--- src/rtl/reset_seq_pkg.sv ---
// Shared types and sizing helpers for the reset sequencer and its synchroniser.
package reset_seq_pkg;

    typedef enum logic [1:0] {HOLD, RELEASE, RUN, SWHOLD} rst_seq_state_e;

    localparam int DEF_NUM_DOMAINS = 4;
    localparam int DEF_SYNC_STAGES = 2;
    localparam int DEF_RELEASE_DLY = 16;
    localparam int DEF_HOLD_CYC    = 8;

    function automatic int cnt_width(input int release_dly, input int hold_cyc);
        int m;
        m = (release_dly > hold_cyc) ? release_dly : hold_cyc;
        return $clog2(m + 1);
    endfunction

    localparam int DEF_CNT_W = cnt_width(DEF_RELEASE_DLY, DEF_HOLD_CYC);

endpackage

--- src/rtl/reset_sync.sv ---
// Pad reset synchroniser: asserts immediately with rst_async, releases after
// SYNC_STAGES rising edges of clk.
module reset_sync #(
    parameter int SYNC_STAGES = 2
) (
    input  logic clk,
    input  logic rst_async,
    output logic rst_sync_n
);

    logic [SYNC_STAGES-1:0] sync_q;

    always_ff @(posedge clk or negedge rst_async) begin
        if (!rst_async) begin
            sync_q <= '0;
        end else begin
            sync_q <= {sync_q[SYNC_STAGES-2:0], 1'b1};
        end
    end

    assign rst_sync_n = sync_q[SYNC_STAGES-1];

endmodule

--- src/rtl/reset_sequencer.sv ---
// Releases NUM_DOMAINS active-low domain resets one by one, RELEASE_DLY cycles
// apart, after the pad reset is synchronised; a software request re-runs it.
module reset_sequencer
    import reset_seq_pkg::*;
#(
    parameter int NUM_DOMAINS = DEF_NUM_DOMAINS,
    parameter int SYNC_STAGES = DEF_SYNC_STAGES,
    parameter int RELEASE_DLY = DEF_RELEASE_DLY,
    parameter int HOLD_CYC    = DEF_HOLD_CYC
) (
    input  logic                   clk,
    input  logic                   rst_async,
    input  logic                   sw_rst_req,
    output logic                   sw_rst_ack,
    output logic [NUM_DOMAINS-1:0] rst_n_o,
    output logic                   busy,
    output logic                   all_released
);

    localparam int CNT_W      = cnt_width(RELEASE_DLY, HOLD_CYC);
    localparam int IDX_W      = (NUM_DOMAINS > 1) ? $clog2(NUM_DOMAINS) : 1;
    localparam int REL_LAST_I = (RELEASE_DLY > 1) ? RELEASE_DLY - 2 : 0;
    localparam bit SINGLE_STEP = (RELEASE_DLY == 1);

    localparam logic [CNT_W-1:0] REL_LAST  = CNT_W'(REL_LAST_I);
    localparam logic [CNT_W-1:0] HOLD_LAST = CNT_W'(HOLD_CYC - 1);
    localparam logic [IDX_W-1:0] IDX_LAST  = IDX_W'(NUM_DOMAINS - 1);

    logic                   rst_sync_n;
    rst_seq_state_e         state_q;
    logic [CNT_W-1:0]       cnt_q;
    logic [IDX_W-1:0]       idx_q;
    logic [NUM_DOMAINS-1:0] rst_n_q;
    logic                   ack_q;
    logic                   busy_q;
    logic                   all_rel_q;
    logic                   release_now;

    reset_sync #(
        .SYNC_STAGES(SYNC_STAGES)
    ) u_reset_sync (
        .clk       (clk),
        .rst_async (rst_async),
        .rst_sync_n(rst_sync_n)
    );

    function automatic logic [CNT_W-1:0] sat_inc(input logic [CNT_W-1:0] v);
        return (v == {CNT_W{1'b1}}) ? v : v + 1'b1;
    endfunction

    // HOLD stops one cycle short so the RELEASE cycle completes the RELEASE_DLY gap.
    assign release_now = (state_q == RELEASE) || (SINGLE_STEP && (state_q == HOLD));

    always_ff @(posedge clk or negedge rst_async) begin
        if (!rst_async) begin
            state_q   <= HOLD;
            cnt_q     <= '0;
            idx_q     <= '0;
            rst_n_q   <= '0;
            ack_q     <= 1'b0;
            busy_q    <= 1'b1;
            all_rel_q <= 1'b0;
        end else if (rst_sync_n) begin
            ack_q <= 1'b0;
            if (sw_rst_req && (state_q != SWHOLD)) begin
                rst_n_q   <= '0;
                ack_q     <= 1'b1;
                busy_q    <= 1'b1;
                all_rel_q <= 1'b0;
                state_q   <= SWHOLD;
                cnt_q     <= '0;
                idx_q     <= '0;
            end else if (release_now) begin
                rst_n_q[idx_q] <= 1'b1;
                cnt_q          <= '0;
                if (idx_q == IDX_LAST) begin
                    state_q   <= RUN;
                    busy_q    <= 1'b0;
                    all_rel_q <= 1'b1;
                end else begin
                    idx_q   <= idx_q + 1'b1;
                    state_q <= SINGLE_STEP ? RELEASE : HOLD;
                end
            end else begin
                case (state_q)
                    HOLD: begin
                        if (cnt_q == REL_LAST) begin
                            cnt_q   <= '0;
                            state_q <= RELEASE;
                        end else begin
                            cnt_q <= sat_inc(cnt_q);
                        end
                    end
                    SWHOLD: begin
                        if (cnt_q == HOLD_LAST) begin
                            cnt_q <= '0;
                            if (!sw_rst_req) begin
                                state_q <= HOLD;
                                idx_q   <= '0;
                            end
                        end else begin
                            cnt_q <= sat_inc(cnt_q);
                        end
                    end
                    default: begin
                        cnt_q <= cnt_q;
                    end
                endcase
            end
        end
    end

    assign sw_rst_ack   = ack_q;
    assign rst_n_o      = rst_n_q;
    assign busy         = busy_q;
    assign all_released = all_rel_q;

endmodule

--- config.mk ---
export PLATFORM = sky130hd
export DESIGN_NAME = reset_sequencer
export DESIGN_NICKNAME = d
export VERILOG_FILES = /design/src/rtl/reset_seq_pkg.sv /design/src/rtl/reset_sync.sv /design/src/rtl/reset_sequencer.sv
export SDC_FILE = /design/constraint.sdc
export NUM_CORES = 1
export LEC_CHECK = 0
export BUFFER_PORTS_ARGS = -buffer_cell sky130_fd_sc_hd__buf_2
export CORE_MARGIN = 5
export CORE_UTILIZATION = 41
export DETAILED_ROUTE_END_ITERATION = 7
export PLACE_DENSITY = 0.67
export SLEW_MARGIN = 20
export SYNTH_ARGS = -nofsm -noshare
export SYNTH_HDL_FRONTEND = slang
export SYNTH_SLANG_ARGS = --single-unit
export TNS_END_PERCENT = 1
--- constraint.sdc ---
create_clock -name clk -period 1.6 [get_ports clk]
set_input_delay 0.16 -clock clk [delete_from_list [all_inputs] [get_ports clk]]
set_output_delay 0.16 -clock clk [all_outputs]
set_load 0.02 [all_outputs]
-- Word-level counts from Yosys, hierarchy flattened
Index checks and enable logic that the tools add are counted.
- flip-flop bits (word level): 18
- output and inout bits: 7
- word-level logic and storage cells: 66
- bits of input ports: 3
- equality and inequality tests: 12
- add/sub/neg operators: 2
- bitwise operators: 1
- magnitude comparators: 2
- muxes and demuxes: 28
- reductions and logical operators: 13
- operator list (operator ; count):
    5-bit two-way mux ; 5
    2-bit two-way mux ; 10
    4-bit != test (second input constant) ; 3
    5-bit case mux with 2 select lines ; 1
    5-bit AND reduction ; 2
    1-bit two-way mux ; 8
    4-bit two-way mux ; 2
    3-bit nonzero test ; 2
    5-bit by 1-bit adder with 5-bit output (second input constant) ; 1
    5-bit by 3-bit equality test with 1-bit output (second input constant) ; 1
    5-bit by 4-bit equality test with 1-bit output (second input constant) ; 1
    5-bit equality test (second input constant) ; 1
    2-bit equality test (second input constant) ; 2
    4-bit OR ; 1
    2-bit case mux with 2 select lines ; 1
    2-bit AND reduction ; 2
    2-bit nonzero test ; 2
    4-bit nonzero test ; 1
    2-bit by 3-bit less-than comparator with 1-bit output (second input constant) ; 1
    3-bit by 1-bit != test with 1-bit output (second input constant) ; 1
    3-bit != test (second input constant) ; 1
    3-bit AND reduction ; 1
    2-bit by 1-bit adder with 2-bit output (second input constant) ; 1
    1-bit demux with 2-bit select ; 1
    5 further kinds ; 6

-- Longest topological paths before layout
- depth after elaboration: 7
- mapped depth: 7
- depth with buffers taken out: 6

-- Hierarchy
From an unflattened synthesis, not the netlist that was laid out.
- cell total of the unflattened synthesis: 112
- area, all modules: 1053.5 um2
- by module, submodules not included (module ; sequential area each (um2) ; cells each ; instances ; area each (um2)):
    reset_sequencer ; 401.6 ; 109 ; 1 ; 999.7
    reset_sync ; 50.0 ; 3 ; 1 ; 53.8

-- Worst setup path after synthesis
No wires, ideal clock.
- path type: reg-to-reg
- from: reg state_q[0]
- to: reg state_q[0]
- cell stages (with the launch flop): 7
- setup slack: -0.151 ns
- required time: 1.478 ns
- library setup time: 0.122 ns
- data arrival time: 1.629 ns
- buffers on the path: 1
- period minus slack after synthesis: 1.751 ns
- cells stage by stage: dfrtp_1 > ha_1 > clkbuf_1 > nand3b_1 > nand2_1 > or3_1 > a32o_1
- longest elaborated chain between the ends: 4
- elaborated cells between the ends (all ways): 13
- those cells by class: 6 x eq/ne; 3 x mux; 4 x reduce/logical
- ends and longest elaborated chain (what ; RTL line ; source):
    start: declaration ; reset_sequencer.sv:30 ; rst_seq_state_e state_q;
    start signal: assignment ; reset_sequencer.sv:82 ; state_q <= SINGLE_STEP ? RELEASE : HOLD;
    2-bit != test, or another cell as far along ; reset_sequencer.sv:65 ; if (sw_rst_req && (state_q != SWHOLD)) begin
    1-bit logical AND or 2-bit case mux with 2 select lines (tied branches) ; reset_sequencer.sv:65, reset_sequencer.sv:85 ;
    4-bit != test (no line), or another cell as far along ; -- ;
    5-bit AND reduction (no line) or 2-bit two-way mux (tied branches) ; -- ;
Parallel ways exist; a longest one is shown, timed or not.
A chain may end at the register's enable or synchronous reset.

-- Worst setup path in the final report
- from: reg cnt_q[0]
- to: reg state_q[1]
- longest elaborated chain between the ends: 3
- elaborated cells between the ends (all ways): 5
- those cells by class: 4 x eq/ne; 1 x reduce/logical
- ends and longest elaborated chain (what ; RTL line ; source):
    start: declaration ; reset_sequencer.sv:31 ; logic [CNT_W-1:0] cnt_q;
    start signal: assignment ; reset_sequencer.sv:91 ; cnt_q <= sat_inc(cnt_q);
    start signal: assignment ; reset_sequencer.sv:102 ; cnt_q <= sat_inc(cnt_q);
    start signal: assignment ; reset_sequencer.sv:106 ; cnt_q <= cnt_q;
    5-bit by 3-bit equality test with 1-bit output or 5-bit by 4-bit equality test with 1-bit output (tied branches) ; reset_sequencer.sv:95, reset_sequencer.sv:87 ;
    4-bit != test (no line) ; -- ;
    5-bit AND reduction (no line) (*) ; -- ;
Mark *: on every way between the ends. The rest lies on a longest branch, timed or not.

==> impl_metrics.tcl <==
set metrics [dict create \
    run_status "finished, violations left" \
    violated_checks "negative setup slack" \
    die_w_um 61.08 \
    post_synth_inst_count 114 \
    tritoncts "built" \
    fp.coreArea_mm2 0.002477 \
    seq_power_share_pct 30.8 \
    synthAdderAreaFrac_pct 10.53 \
    fin_worst_skew_ns 0.01407 \
    avgViaCountPerCell 5.318 \
    grt_antenna_before_repair 0 \
    internal_power_mw 1.387 \
    placedInstanceArea_mm2 0.001270 \
    place.port_buffers 9 \
    synth_area_per_cell_um2 9.384 \
    tns_ns -0.1508 \
    synth.cells.most_frequent "17 x sky130_fd_sc_hd__dfrtp_1, 11 x sky130_fd_sc_hd__a21oi_1, 9 x sky130_fd_sc_hd__ha_1, 9 x sky130_fd_sc_hd__nor2_1" \
    total_switching_power_mw 0.9516 \
    layout.filler_cells 231 \
    grt.overflow.total 0 \
    floorplan.initialDensity_pct 43.18 \
    synth_warnings 0 \
    synth_area_in_xor_xnor_pct 0 \
    grt_first_pass_wirelength_um 3988 \
    combPwrFrac_pct 56.7 \
    netSwitchingFraction_pct 40.69 \
    final_cycle_share_pct 105.0 \
    synth.yosys.seq_area_share_pct 42.22 \
    post-place-ws_ns -0.1127 \
    muxShareOfSynthArea_pct 4.795 \
    min_period_ns 1.680 \
    dieHeight_um 61.08 \
    synth_edf_count 0 \
    power.density_cell_area_mw_per_mm2 1721 \
    largest_fanout_on_the_critical_path 3 \
    cp-start-kind "register" \
    detailedPlacementHpwl_um 1693 \
    slew_violations 0 \
    synth-main-ff-cell "sky130_fd_sc_hd__dfrtp_1" \
    final_layout_size_suffix_gt1_share_pct 32.86 \
    finalHoldViolations 0 \
    regToRegSetupSlack_ns -0.08 \
    synth_top_family_by_area "simple AND/OR/NAND/NOR gates" \
    synth-compound-area-share_pct 15.91 \
    final_cell_area_mm2 0.001359 \
    cp_data_arrival_time_ns 1.89 \
    post_synth_main_area_contributors "sky130_fd_sc_hd__dfrtp_1 40%, sky130_fd_sc_hd__ha_1 11%, sky130_fd_sc_hd__a21oi_1 5.1%" \
    pin_count_of_the_biggest_net_entering_global_routing 19 \
    clkTransAtPathRegs_ns 0.12 \
    asyncSetResetFlopFracSynth_pct 100.0 \
    post_synthesis_to_final_layout_area_growth_pct 27.02 \
    cts-root-buf "sky130_fd_sc_hd__clkbuf_4" \
    num_antenna_cells 0 \
    drt_first_pass_iters 4 \
    io-pin-count 10 \
    vias 904 \
    cellLeakagePower_nw 0.6679 \
    rsz_0062_raised_after_global_routing "yes" \
    die_area_mm2 0.003731 \
    finish.cell_count_without_fillers 170 \
    critical_path_required_ns 1.81 \
    clock_latency_late_sink_ns 0.31 \
    synth_largest_type_area_fraction_pct 39.77 \
    tritoncts_num_sinks 18 \
    routabilityCongestion 0.7708 \
    grt.total_usage_pct 14.65 \
    synth_cell_type_count 36 \
    p_clk_share_pct 12.4 \
    kind_of_end_point_of_the_critical_path "register" \
    setup_violations 3 \
    post-route-drc-count 0 \
    drtAntennaViolNets 0 \
    netlist.top_cell.by_area "sky130_fd_sc_hd__dfrtp_1" \
    final_critical_path_setup_slack_ns -0.08011 \
    yosys_register_bits 18 \
    yosysMostFrequentCell "sky130_fd_sc_hd__dfrtp_1" \
    drv_cap 0 \
    post-place-cells 163 \
    cts-buffers-inserted 3 \
    routed_wirelength_um 2268 \
    dr.first_iter.drc_count 23 \
    max_rail_drop_vdd_v 0.001007 \
    hold_class "input port to asynchronous set/reset pin" \
    net_count_reported_at_finish 153 \
    synthesis.area_mm2 0.001070 \
    grt_pass1_vias 928 \
    critPathKind "register to register" \
    yosys.area_share.simple_pct 21.17 \
    max_freq_mhz 595.2 \
    cts.path.max_buffers 2 \
    cts_max_level 1 \
    postSynthNetCount 126 \
    wire_per_inst_um 13.34 \
    power.total_mw 2.339 \
    number_of_placement_rows 18 \
]
power by group through the flow:
stage               Clock (mW)  Combinational (mW)  Sequential, mW
floorplan                    0               0.694           0.828
global placement             0                1.22           0.723
detailed placement           0                1.26           0.731
CTS                      0.306                1.30           0.721
global route             0.331                1.47           0.748
finish                   0.291                1.33           0.721
repair_timing:
item | CTS | global route
gates resized for setup | 0 | 7
hold endpoints to repair | 17 | 0
hold buffers | 1 | 0
buffers inserted | 2 | 0
setup endpoints to repair | 5 | 9
pin swaps | 3 | 3
worst max-delay path: stages, from the launching register on:
cell                       delay [ns]
sky130_fd_sc_hd__dfrtp_1         0.41
sky130_fd_sc_hd__inv_1           0.06
sky130_fd_sc_hd__ha_2            0.18
sky130_fd_sc_hd__nand4b_4        0.11
sky130_fd_sc_hd__a21o_1          0.23
sky130_fd_sc_hd__buf_4           0.14
sky130_fd_sc_hd__o31a_2          0.33
sky130_fd_sc_hd__nor4_2          0.13
metal layers:
metal  up-vias  GRT usage, %  share of wire [%]
met5         -             0                  0
met4         0         5.263                1.4
met3         9         5.660                5.3
met2        24         23.41                 49
met1       419         18.00                 45
li1        452             -                  -
area by class of cell:
type	instances	area (um^2)	share of cell area [%]
timing repair buffer	27	195.2	14.36
multi-input combinational	83	606.8	44.66
clock buffer	4	36.28	2.670
tap	30	37.54	2.762
sequential	18	452.9	33.33
inverter	8	30.03	2.210
metrics by stage:
stage	util, %	hold WS [ns]
2_1_floorplan	-	-0.1356
3_3_place_gp	51.26	0.1135
3_5_place_dp	51.26	0.1201
4_1_cts	53.74	0.3092
5_1_grt	54.85	0.3139
6_report	54.85	0.2937
cells in the final DEF (no fill, tap or decap), types with 3 or more instances in the layout:
cell                       count
sky130_fd_sc_hd__inv_1         6
sky130_fd_sc_hd__clkbuf_4      3
sky130_fd_sc_hd__nand2b_1      3
sky130_fd_sc_hd__mux2i_1       4
sky130_fd_sc_hd__nand3_1       6
sky130_fd_sc_hd__a21oi_1      11
sky130_fd_sc_hd__ha_1          6
sky130_fd_sc_hd__nand2_1       7
sky130_fd_sc_hd__nor2b_2       3
sky130_fd_sc_hd__dfrtp_1      16
sky130_fd_sc_hd__buf_4        16
sky130_fd_sc_hd__buf_2         9
sky130_fd_sc_hd__nor2_1        9
cells by family (layout without fill, tap and decap cells):
group,count (synthesis),in the layout
simple gates,42,42
compound gates,26,26
flops,18,18
buf+inv,13,39
mux,5,5
other cells,1,1
fa+ha+maj,9,9
flip-flops by register name, summed over array words and instances, names as in the netlist:
signal               cells
cnt_q                    5
state_q                  2
u_reset_sync.sync_q      2
all_released             1
sw_rst_ack               1
idx_q                    2
busy                     1
rst_n_o                  4
final timing paths:
check | end | cells after the start | start
max reg2reg | state_q[1]$_DFFE_PN0P_ | 7 | cnt_q[0]$_DFFE_PN0P_
min in group clk | idx_q[0]$_DFFE_PN0P_ | 4 | sw_rst_req
max | state_q[1]$_DFFE_PN0P_ | 7 | cnt_q[0]$_DFFE_PN0P_
min reg2reg | u_reset_sync.sync_q[1]$_DFF_PN0_ | 0 | u_reset_sync.sync_q[0]$_DFF_PN0_
max in group asynchronous | busy$_DFFE_PN1P_ | 2 | rst_async
min | cnt_q[1]$_DFFE_PN0P_ | 2 | rst_async
(Power assumes the default switching activity.)
